===== src/rtl/dmem_arbiter_if.sv =====
// Bus bundle for dmem_arbiter: two requester ports (A = pipeline MEM stage,
// B = debug/DMA) plus the data-memory side.
interface dmem_arbiter_if;
  logic        a_req_i;
  logic        a_we_i;
  logic [31:0] a_addr_i;
  logic [31:0] a_wdata_i;
  logic        a_ack_o;
  logic [31:0] a_rdata_o;

  logic        b_req_i;
  logic        b_we_i;
  logic [31:0] b_addr_i;
  logic [31:0] b_wdata_i;
  logic        b_ack_o;
  logic [31:0] b_rdata_o;

  logic        mem_wr_o;
  logic        mem_re_o;
  logic [31:0] mem_addr_o;
  logic [31:0] mem_data_o;
  logic [31:0] mem_data_i;

  modport slave (
    input  a_req_i, a_we_i, a_addr_i, a_wdata_i,
    output a_ack_o, a_rdata_o,
    input  b_req_i, b_we_i, b_addr_i, b_wdata_i,
    output b_ack_o, b_rdata_o,
    output mem_wr_o, mem_re_o, mem_addr_o, mem_data_o,
    input  mem_data_i
  );

  modport master (
    output a_req_i, a_we_i, a_addr_i, a_wdata_i,
    input  a_ack_o, a_rdata_o,
    output b_req_i, b_we_i, b_addr_i, b_wdata_i,
    input  b_ack_o, b_rdata_o,
    input  mem_wr_o, mem_re_o, mem_addr_o, mem_data_o,
    output mem_data_i
  );
endinterface


===== src/rtl/dmem_arbiter.sv =====
// Two-port data-memory arbiter, one access in flight (IDLE -> ACCESS -> RESP).
// Define DMEM_ARB_RR_EN for round-robin arbitration; default is fixed priority (A wins).
module dmem_arbiter #(
  parameter int unsigned MEM_LAT = 32'd2
) (
  input  logic          clk_i,
  input  logic          rst_i,
  dmem_arbiter_if.slave bus,
  output logic          busy_o
);

  typedef enum logic [1:0] {
    ST_IDLE   = 2'd0,
    ST_ACCESS = 2'd1,
    ST_RESP   = 2'd2
  } state_t;

  localparam logic [3:0] CNT_INIT = 4'(MEM_LAT - 32'd1);

  state_t      state_r;
  state_t      state_nxt_s;
  logic [3:0]  cnt_r;
  logic        we_r;
  logic        we_nxt_s;
  logic [31:0] addr_r;
  logic [31:0] wdata_r;
  logic        win_b_r;
  logic [31:0] rdata_a_r;
  logic [31:0] rdata_b_r;
  logic        ack_a_r;
  logic        ack_b_r;
  logic        mem_wr_r;
  logic        mem_re_r;
  logic        busy_r;
  logic        any_req_s;
  logic        grant_b_s;
  logic        sel_we_s;
  logic [31:0] sel_addr_s;
  logic [31:0] sel_wdata_s;
`ifdef DMEM_ARB_RR_EN
  logic        last_b_r;
`endif

  // Winner selection and the winner's request fields.
  always_comb begin
    any_req_s = bus.a_req_i | bus.b_req_i;
`ifdef DMEM_ARB_RR_EN
    if (bus.a_req_i && bus.b_req_i) begin
      grant_b_s = ~last_b_r;
    end else begin
      grant_b_s = bus.b_req_i;
    end
`else
    grant_b_s = bus.b_req_i & ~bus.a_req_i;
`endif
    if (grant_b_s) begin
      sel_we_s    = bus.b_we_i;
      sel_addr_s  = bus.b_addr_i;
      sel_wdata_s = bus.b_wdata_i;
    end else begin
      sel_we_s    = bus.a_we_i;
      sel_addr_s  = bus.a_addr_i;
      sel_wdata_s = bus.a_wdata_i;
    end
  end

  // Next-state logic; we_nxt_s lets the strobes be registered off the next state.
  always_comb begin
    state_nxt_s = state_r;
    we_nxt_s    = we_r;
    case (state_r)
      ST_IDLE: begin
        if (any_req_s) begin
          state_nxt_s = ST_ACCESS;
          we_nxt_s    = sel_we_s;
        end else begin
          state_nxt_s = ST_IDLE;
        end
      end
      ST_ACCESS: begin
        if (cnt_r == 4'd0) begin
          state_nxt_s = ST_RESP;
        end else begin
          state_nxt_s = ST_ACCESS;
        end
      end
      ST_RESP: state_nxt_s = ST_IDLE;
      default: state_nxt_s = ST_IDLE;
    endcase
  end

  // State register and registered control outputs.
  always_ff @(posedge clk_i) begin
    if (rst_i) begin
      state_r  <= ST_IDLE;
      busy_r   <= 1'b0;
      mem_wr_r <= 1'b0;
      mem_re_r <= 1'b0;
      ack_a_r  <= 1'b0;
      ack_b_r  <= 1'b0;
    end else begin
      state_r  <= state_nxt_s;
      busy_r   <= (state_nxt_s != ST_IDLE);
      mem_wr_r <= (state_nxt_s == ST_ACCESS) & we_nxt_s;
      mem_re_r <= (state_nxt_s == ST_ACCESS) & ~we_nxt_s;
      ack_a_r  <= (state_nxt_s == ST_RESP) & ~win_b_r;
      ack_b_r  <= (state_nxt_s == ST_RESP) & win_b_r;
    end
  end

  // Request latch, latency counter and per-port read-data capture.
  always_ff @(posedge clk_i) begin
    if (rst_i) begin
      cnt_r     <= 4'd0;
      we_r      <= 1'b0;
      addr_r    <= 32'd0;
      wdata_r   <= 32'd0;
      win_b_r   <= 1'b0;
      rdata_a_r <= 32'd0;
      rdata_b_r <= 32'd0;
    end else begin
      case (state_r)
        ST_IDLE: begin
          if (any_req_s) begin
            we_r    <= sel_we_s;
            addr_r  <= sel_addr_s;
            wdata_r <= sel_wdata_s;
            win_b_r <= grant_b_s;
            cnt_r   <= CNT_INIT;
          end
        end
        ST_ACCESS: begin
          if (cnt_r != 4'd0) begin
            cnt_r <= cnt_r - 4'd1;
          end else if (!we_r) begin
            if (win_b_r) begin
              rdata_b_r <= bus.mem_data_i;
            end else begin
              rdata_a_r <= bus.mem_data_i;
            end
          end
        end
        ST_RESP: begin
        end
        default: begin
        end
      endcase
    end
  end

`ifdef DMEM_ARB_RR_EN
  // Remember the last granted port so simultaneous requests alternate.
  always_ff @(posedge clk_i) begin
    if (rst_i) begin
      last_b_r <= 1'b1;
    end else if (state_r == ST_IDLE && any_req_s) begin
      last_b_r <= grant_b_s;
    end
  end
`endif

  assign bus.mem_wr_o   = mem_wr_r;
  assign bus.mem_re_o   = mem_re_r;
  assign bus.mem_addr_o = addr_r;
  assign bus.mem_data_o = wdata_r;
  assign bus.a_ack_o    = ack_a_r;
  assign bus.b_ack_o    = ack_b_r;
  assign bus.a_rdata_o  = rdata_a_r;
  assign bus.b_rdata_o  = rdata_b_r;
  assign busy_o         = busy_r;

endmodule


===== src/flat_wrapper.sv =====
// flat-port wrapper written by rule: the top's interface ports become plain ports
module dmem_arbiter_flat 
#(
  parameter int unsigned MEM_LAT = 32'd2
)
  (clk_i, rst_i, busy_o, bus_a_req_i, bus_a_we_i, bus_a_addr_i, bus_a_wdata_i, bus_a_ack_o, bus_a_rdata_o, bus_b_req_i, bus_b_we_i, bus_b_addr_i, bus_b_wdata_i, bus_b_ack_o, bus_b_rdata_o, bus_mem_wr_o, bus_mem_re_o, bus_mem_addr_o, bus_mem_data_o, bus_mem_data_i);
  dmem_arbiter_if bus_i ();
  input  logic clk_i;
  input  logic rst_i;
  output logic busy_o;
  input wire logic [$bits(bus_i.a_req_i)-1:0] bus_a_req_i;
  input wire logic [$bits(bus_i.a_we_i)-1:0] bus_a_we_i;
  input wire logic [$bits(bus_i.a_addr_i)-1:0] bus_a_addr_i;
  input wire logic [$bits(bus_i.a_wdata_i)-1:0] bus_a_wdata_i;
  output wire logic [$bits(bus_i.a_ack_o)-1:0] bus_a_ack_o;
  output wire logic [$bits(bus_i.a_rdata_o)-1:0] bus_a_rdata_o;
  input wire logic [$bits(bus_i.b_req_i)-1:0] bus_b_req_i;
  input wire logic [$bits(bus_i.b_we_i)-1:0] bus_b_we_i;
  input wire logic [$bits(bus_i.b_addr_i)-1:0] bus_b_addr_i;
  input wire logic [$bits(bus_i.b_wdata_i)-1:0] bus_b_wdata_i;
  output wire logic [$bits(bus_i.b_ack_o)-1:0] bus_b_ack_o;
  output wire logic [$bits(bus_i.b_rdata_o)-1:0] bus_b_rdata_o;
  output wire logic [$bits(bus_i.mem_wr_o)-1:0] bus_mem_wr_o;
  output wire logic [$bits(bus_i.mem_re_o)-1:0] bus_mem_re_o;
  output wire logic [$bits(bus_i.mem_addr_o)-1:0] bus_mem_addr_o;
  output wire logic [$bits(bus_i.mem_data_o)-1:0] bus_mem_data_o;
  input wire logic [$bits(bus_i.mem_data_i)-1:0] bus_mem_data_i;
  assign bus_i.a_req_i = bus_a_req_i;
  assign bus_i.a_we_i = bus_a_we_i;
  assign bus_i.a_addr_i = bus_a_addr_i;
  assign bus_i.a_wdata_i = bus_a_wdata_i;
  assign bus_a_ack_o = bus_i.a_ack_o;
  assign bus_a_rdata_o = bus_i.a_rdata_o;
  assign bus_i.b_req_i = bus_b_req_i;
  assign bus_i.b_we_i = bus_b_we_i;
  assign bus_i.b_addr_i = bus_b_addr_i;
  assign bus_i.b_wdata_i = bus_b_wdata_i;
  assign bus_b_ack_o = bus_i.b_ack_o;
  assign bus_b_rdata_o = bus_i.b_rdata_o;
  assign bus_mem_wr_o = bus_i.mem_wr_o;
  assign bus_mem_re_o = bus_i.mem_re_o;
  assign bus_mem_addr_o = bus_i.mem_addr_o;
  assign bus_mem_data_o = bus_i.mem_data_o;
  assign bus_i.mem_data_i = bus_mem_data_i;
  dmem_arbiter #(.MEM_LAT(MEM_LAT)) u_core (.clk_i(clk_i), .rst_i(rst_i), .bus(bus_i), .busy_o(busy_o));
endmodule

===== config.mk =====
export PLATFORM = sky130hd
export DESIGN_NAME = dmem_arbiter_flat
export DESIGN_NICKNAME = d
export VERILOG_FILES = /design/src/rtl/dmem_arbiter_if.sv /design/src/rtl/dmem_arbiter.sv /design/src/flat_wrapper.sv
export SDC_FILE = /design/constraint.sdc
export NUM_CORES = 1
export LEC_CHECK = 0
export BUFFER_PORTS_ARGS = -buffer_cell sky130_fd_sc_hd__buf_4
export CAP_MARGIN = 30
export CORE_ASPECT_RATIO = 1.2
export CORE_MARGIN = 4
export CORE_UTILIZATION = 45
export DETAILED_ROUTE_END_ITERATION = 6
export PLACE_DENSITY_LB_ADDON = 0.15
export SETUP_SLACK_MARGIN = 0.3
export SYNTH_ARGS = -nofsm -noshare
export SYNTH_HDL_FRONTEND = slang
export SYNTH_SLANG_ARGS = --single-unit

===== constraint.sdc =====
create_clock -name clk_i -period 2.09 [get_ports clk_i]
set_clock_uncertainty 0.1 [all_clocks]
set_input_delay 0.418 -clock clk_i [delete_from_list [all_inputs] [get_ports clk_i]]
set_output_delay 0.418 -clock clk_i [all_outputs]
set_load 0.01 [all_outputs]

==> run summary <==
Global-route wire length before repair = 26560 um
Sink Count = 141
Synth Net Count = 736
Worst vdd ir = 574.4 uV
Worst min path class = primary input to flip-flop
Placed Instance Area = 7980 um^2
PwrDens = 885.3 nW/um^2
Core Area = 12170 um^2
Static leakage = 3.944 nW
Ys Warns = 0
Final std cells w/o fill = 1019
Drt first pass iters = 5
GRT Util Overall = 0.2378
RSZ-0062 raised after global routing = yes
Largest net degree at the start of global routing = 71
Die X = 110.2 um
Multi-input gate area = 2552 um^2
Max Cap Viol = 0
GR Overflow Total = 0
Port-buffer cells = 298
Max Root-Sink Buffers = 2
Outcome = complete, no violations
Num CTS Buffers = 17
Area delta synth->final = 53.31%
DRT iter0 DRCs = 245
IO Count = 299
Least-Margin Pin Slew = 560.4 ps
Async set or reset register ratio after synthesis = 0
Die span in y = 130.6 um
Number of global-route vias before repair = 5235
CP max FO = 5
Final setup viols = 0
Crit Path Category = flip-flop to flip-flop
Max-Slew Margin vs Limit = 0.6224
Row count = 44
Vias per inst = 5.360
Setup TNS = 0 ps
Final Core Density = 0.7101
Final net count = 1012
Most used DFF post-synth = dfxtp_1
Flop2flop setup slack = 300 ps
Sequential fraction of the synthesis area = 0.5009
Yosys cell types = 42
Clock Latency Late Sink = 410 ps
Post-CTS Hold Buffers = 0
Synthesized area = 5635 um^2
FF+latch area = 2823 um^2
Ratio of cells with drive above 1 in the final layout = 0.4177
DR vias = 5462
Placed wire-length estimate = 13520 um
CTS root buffer = clkbuf_16
Post-route DRC = 0
#FFs+latches synth = 141
Initial antenna violation count = 1
Routability cong. = 0.8043
Syn Area/Cell = 9.921 um^2
Fin. Hold Viols = 0
Total wire length = 18410 um
Fin area = 8640 um^2
CTS H-tree depth = 4
CTS tree = built
Period Utilization, post-route = 0.8583
Post-Synthesis Cells = 568
Nature of the critical path endpoint = flip-flop
Max Fclk = 0.5575 GHz
Crit path time final = 1794 ps
Initial Util = 0.4632
Worst EP required = 2330 ps
CP Launch Type = flip-flop
# fillers = 959
Cell count after placement = 982
Post-route ant nets = 0
Drt wl/cell = 18.07 um
Clk slew on worst S/H paths = 60 ps
EDFF count, synth = 0
Arrival @ worst endpoint = 2030 ps
Final slew viol count = 0
Die Footprint = 14380 um^2
## final cells by class
class | instances | share of cell area
flip-flops and latches | 141 | 0.3267
well taps | 161 | 0.02332
multi-input cells | 367 | 0.2954
inverters | 4 | 0.001738
repair buffers | 313 | 0.2807
clock buffers | 18 | 0.05083
clock inverters | 14 | 0.02100
diodes | 1 | 0.0002896
## cells in the mapped netlist (2+ instances only)
cell       number  area [um^2]
o21ai_1        35        175.2
nand2b_1        2        12.51
or4_1           2        15.01
o2bb2ai_1      64        560.5
clkbuf_2        2        10.01
nand3_1        64        320.3
or2_2           2        12.51
inv_1           4        15.01
a21oi_1        71        355.3
o21ai_0        33        165.2
nor2_1          2        7.510
clkbuf_1       19        71.32
ha_1            2        25.02
dfxtp_1       141         2823
nand2_1         3        11.26
buf_6           4        45.04
buf_2          22        110.1
or3_1           2        12.51
buf_1           2        7.510
buf_4           7        52.55
mux2i_1        64        640.6
## worst paths after layout
| kind | depth (start not counted) | start | to |
|---|---|---|---|
| setup / recovery | 6 | u_core.cnt_r[0]$_SDFFE_PP0P_ | u_core.cnt_r[3]$_SDFFE_PP0P_ |
| hold / removal | 2 | bus_a_req_i | u_core.win_b_r$_SDFFE_PP0P_ |
| setup reg to reg | 6 | u_core.cnt_r[0]$_SDFFE_PP0P_ | u_core.cnt_r[3]$_SDFFE_PP0P_ |
| hold reg to reg | 1 | u_core.bus.mem_addr_o[24]$_SDFFE_PP0P_ | u_core.bus.mem_addr_o[24]$_SDFFE_PP0P_ |
## state kept, by name, summed over array words and instances, names as in the netlist
| register | count |
|---|---|
| u_core.bus.a_ack_o | 1 |
| u_core.bus.a_rdata_o | 32 |
| u_core.bus.b_ack_o | 1 |
| u_core.bus.b_rdata_o | 32 |
| u_core.bus.mem_addr_o | 32 |
| u_core.bus.mem_data_o | 32 |
| u_core.bus.mem_re_o | 1 |
| u_core.bus.mem_wr_o | 1 |
| u_core.busy_o | 1 |
| u_core.cnt_r | 4 |
| u_core.state_r | 2 |
| u_core.we_r | 1 |
| u_core.win_b_r | 1 |
## per-stage QoR
step           setup slack, ps  total power [W]  hold WS [ps]
3_3_place_gp             343.8         0.004529         345.9
6_report                 296.2         0.007648         133.9
3_5_place_dp             262.0         0.004560         347.9
4_1_cts                  306.8         0.007696         114.9
2_1_floorplan            413.7         0.003808         365.7
5_1_grt                  210.5         0.007970         130.6
## per-layer routing
metal,GRT usage,vias to the layer above,share of wire
met3,0.07224,38,0.092
met2,0.4189,233,0.51
li1,-,2675,-
met1,0.2608,2516,0.37
met4,0.1087,0,0.032
met5,0,-,0
## cell usage in the layout, fill, tap and decap left out, types with 4 or more instances in the layout
master     synthesis  routed
dfxtp_1          141     141
inv_6              0       5
o21ai_1           35      53
buf_12             0       6
o2bb2ai_1         64      64
nand3_1           64      64
mux2i_1           64      64
o21ai_0           33      15
clkbuf_16          0      17
clkinv_4           0       4
a21oi_1           71      70
buf_4              7     307
## where the power goes
group          leakage, nW  internal [W]  switching (W)
Sequential            1.15       0.00290       0.000122
Clock                0.302       0.00193        0.00118
Combinational         2.49      0.000730       0.000784
Total                 3.94       0.00556        0.00209
## cells by family (layout without fill, tap and decap cells)
group                    after synthesis  after routing  share of synthesized area
other                                  0              1                          0
adder cells (fa/ha/maj)                2              2                   0.004440
AND/OR/NAND/NOR                       90             90                    0.09147
multiplexers                          64             64                     0.1137
AO/OA/AOI/OAI                        211            211                     0.2342
buffers and inverters                 60            349                    0.05528
flip-flops                           141            141                     0.5009
## critical path, cell delays in order (launching register included)
cell	delay [ps]
dfxtp_1	340
inv_2	60
ha_2	180
nor3b_4	160
buf_4	160
or4_1	540
a21oi_2	170
## timing repair
| action | CTS | global route |
|---|---|---|
| buffers inserted | 2 | 2 |
| setup endpoints to repair | 30 | 65 |
| resized for setup | 0 | 21 |
| pin swaps | 0 | 1 |
Power figures use the tool's default switching activity.
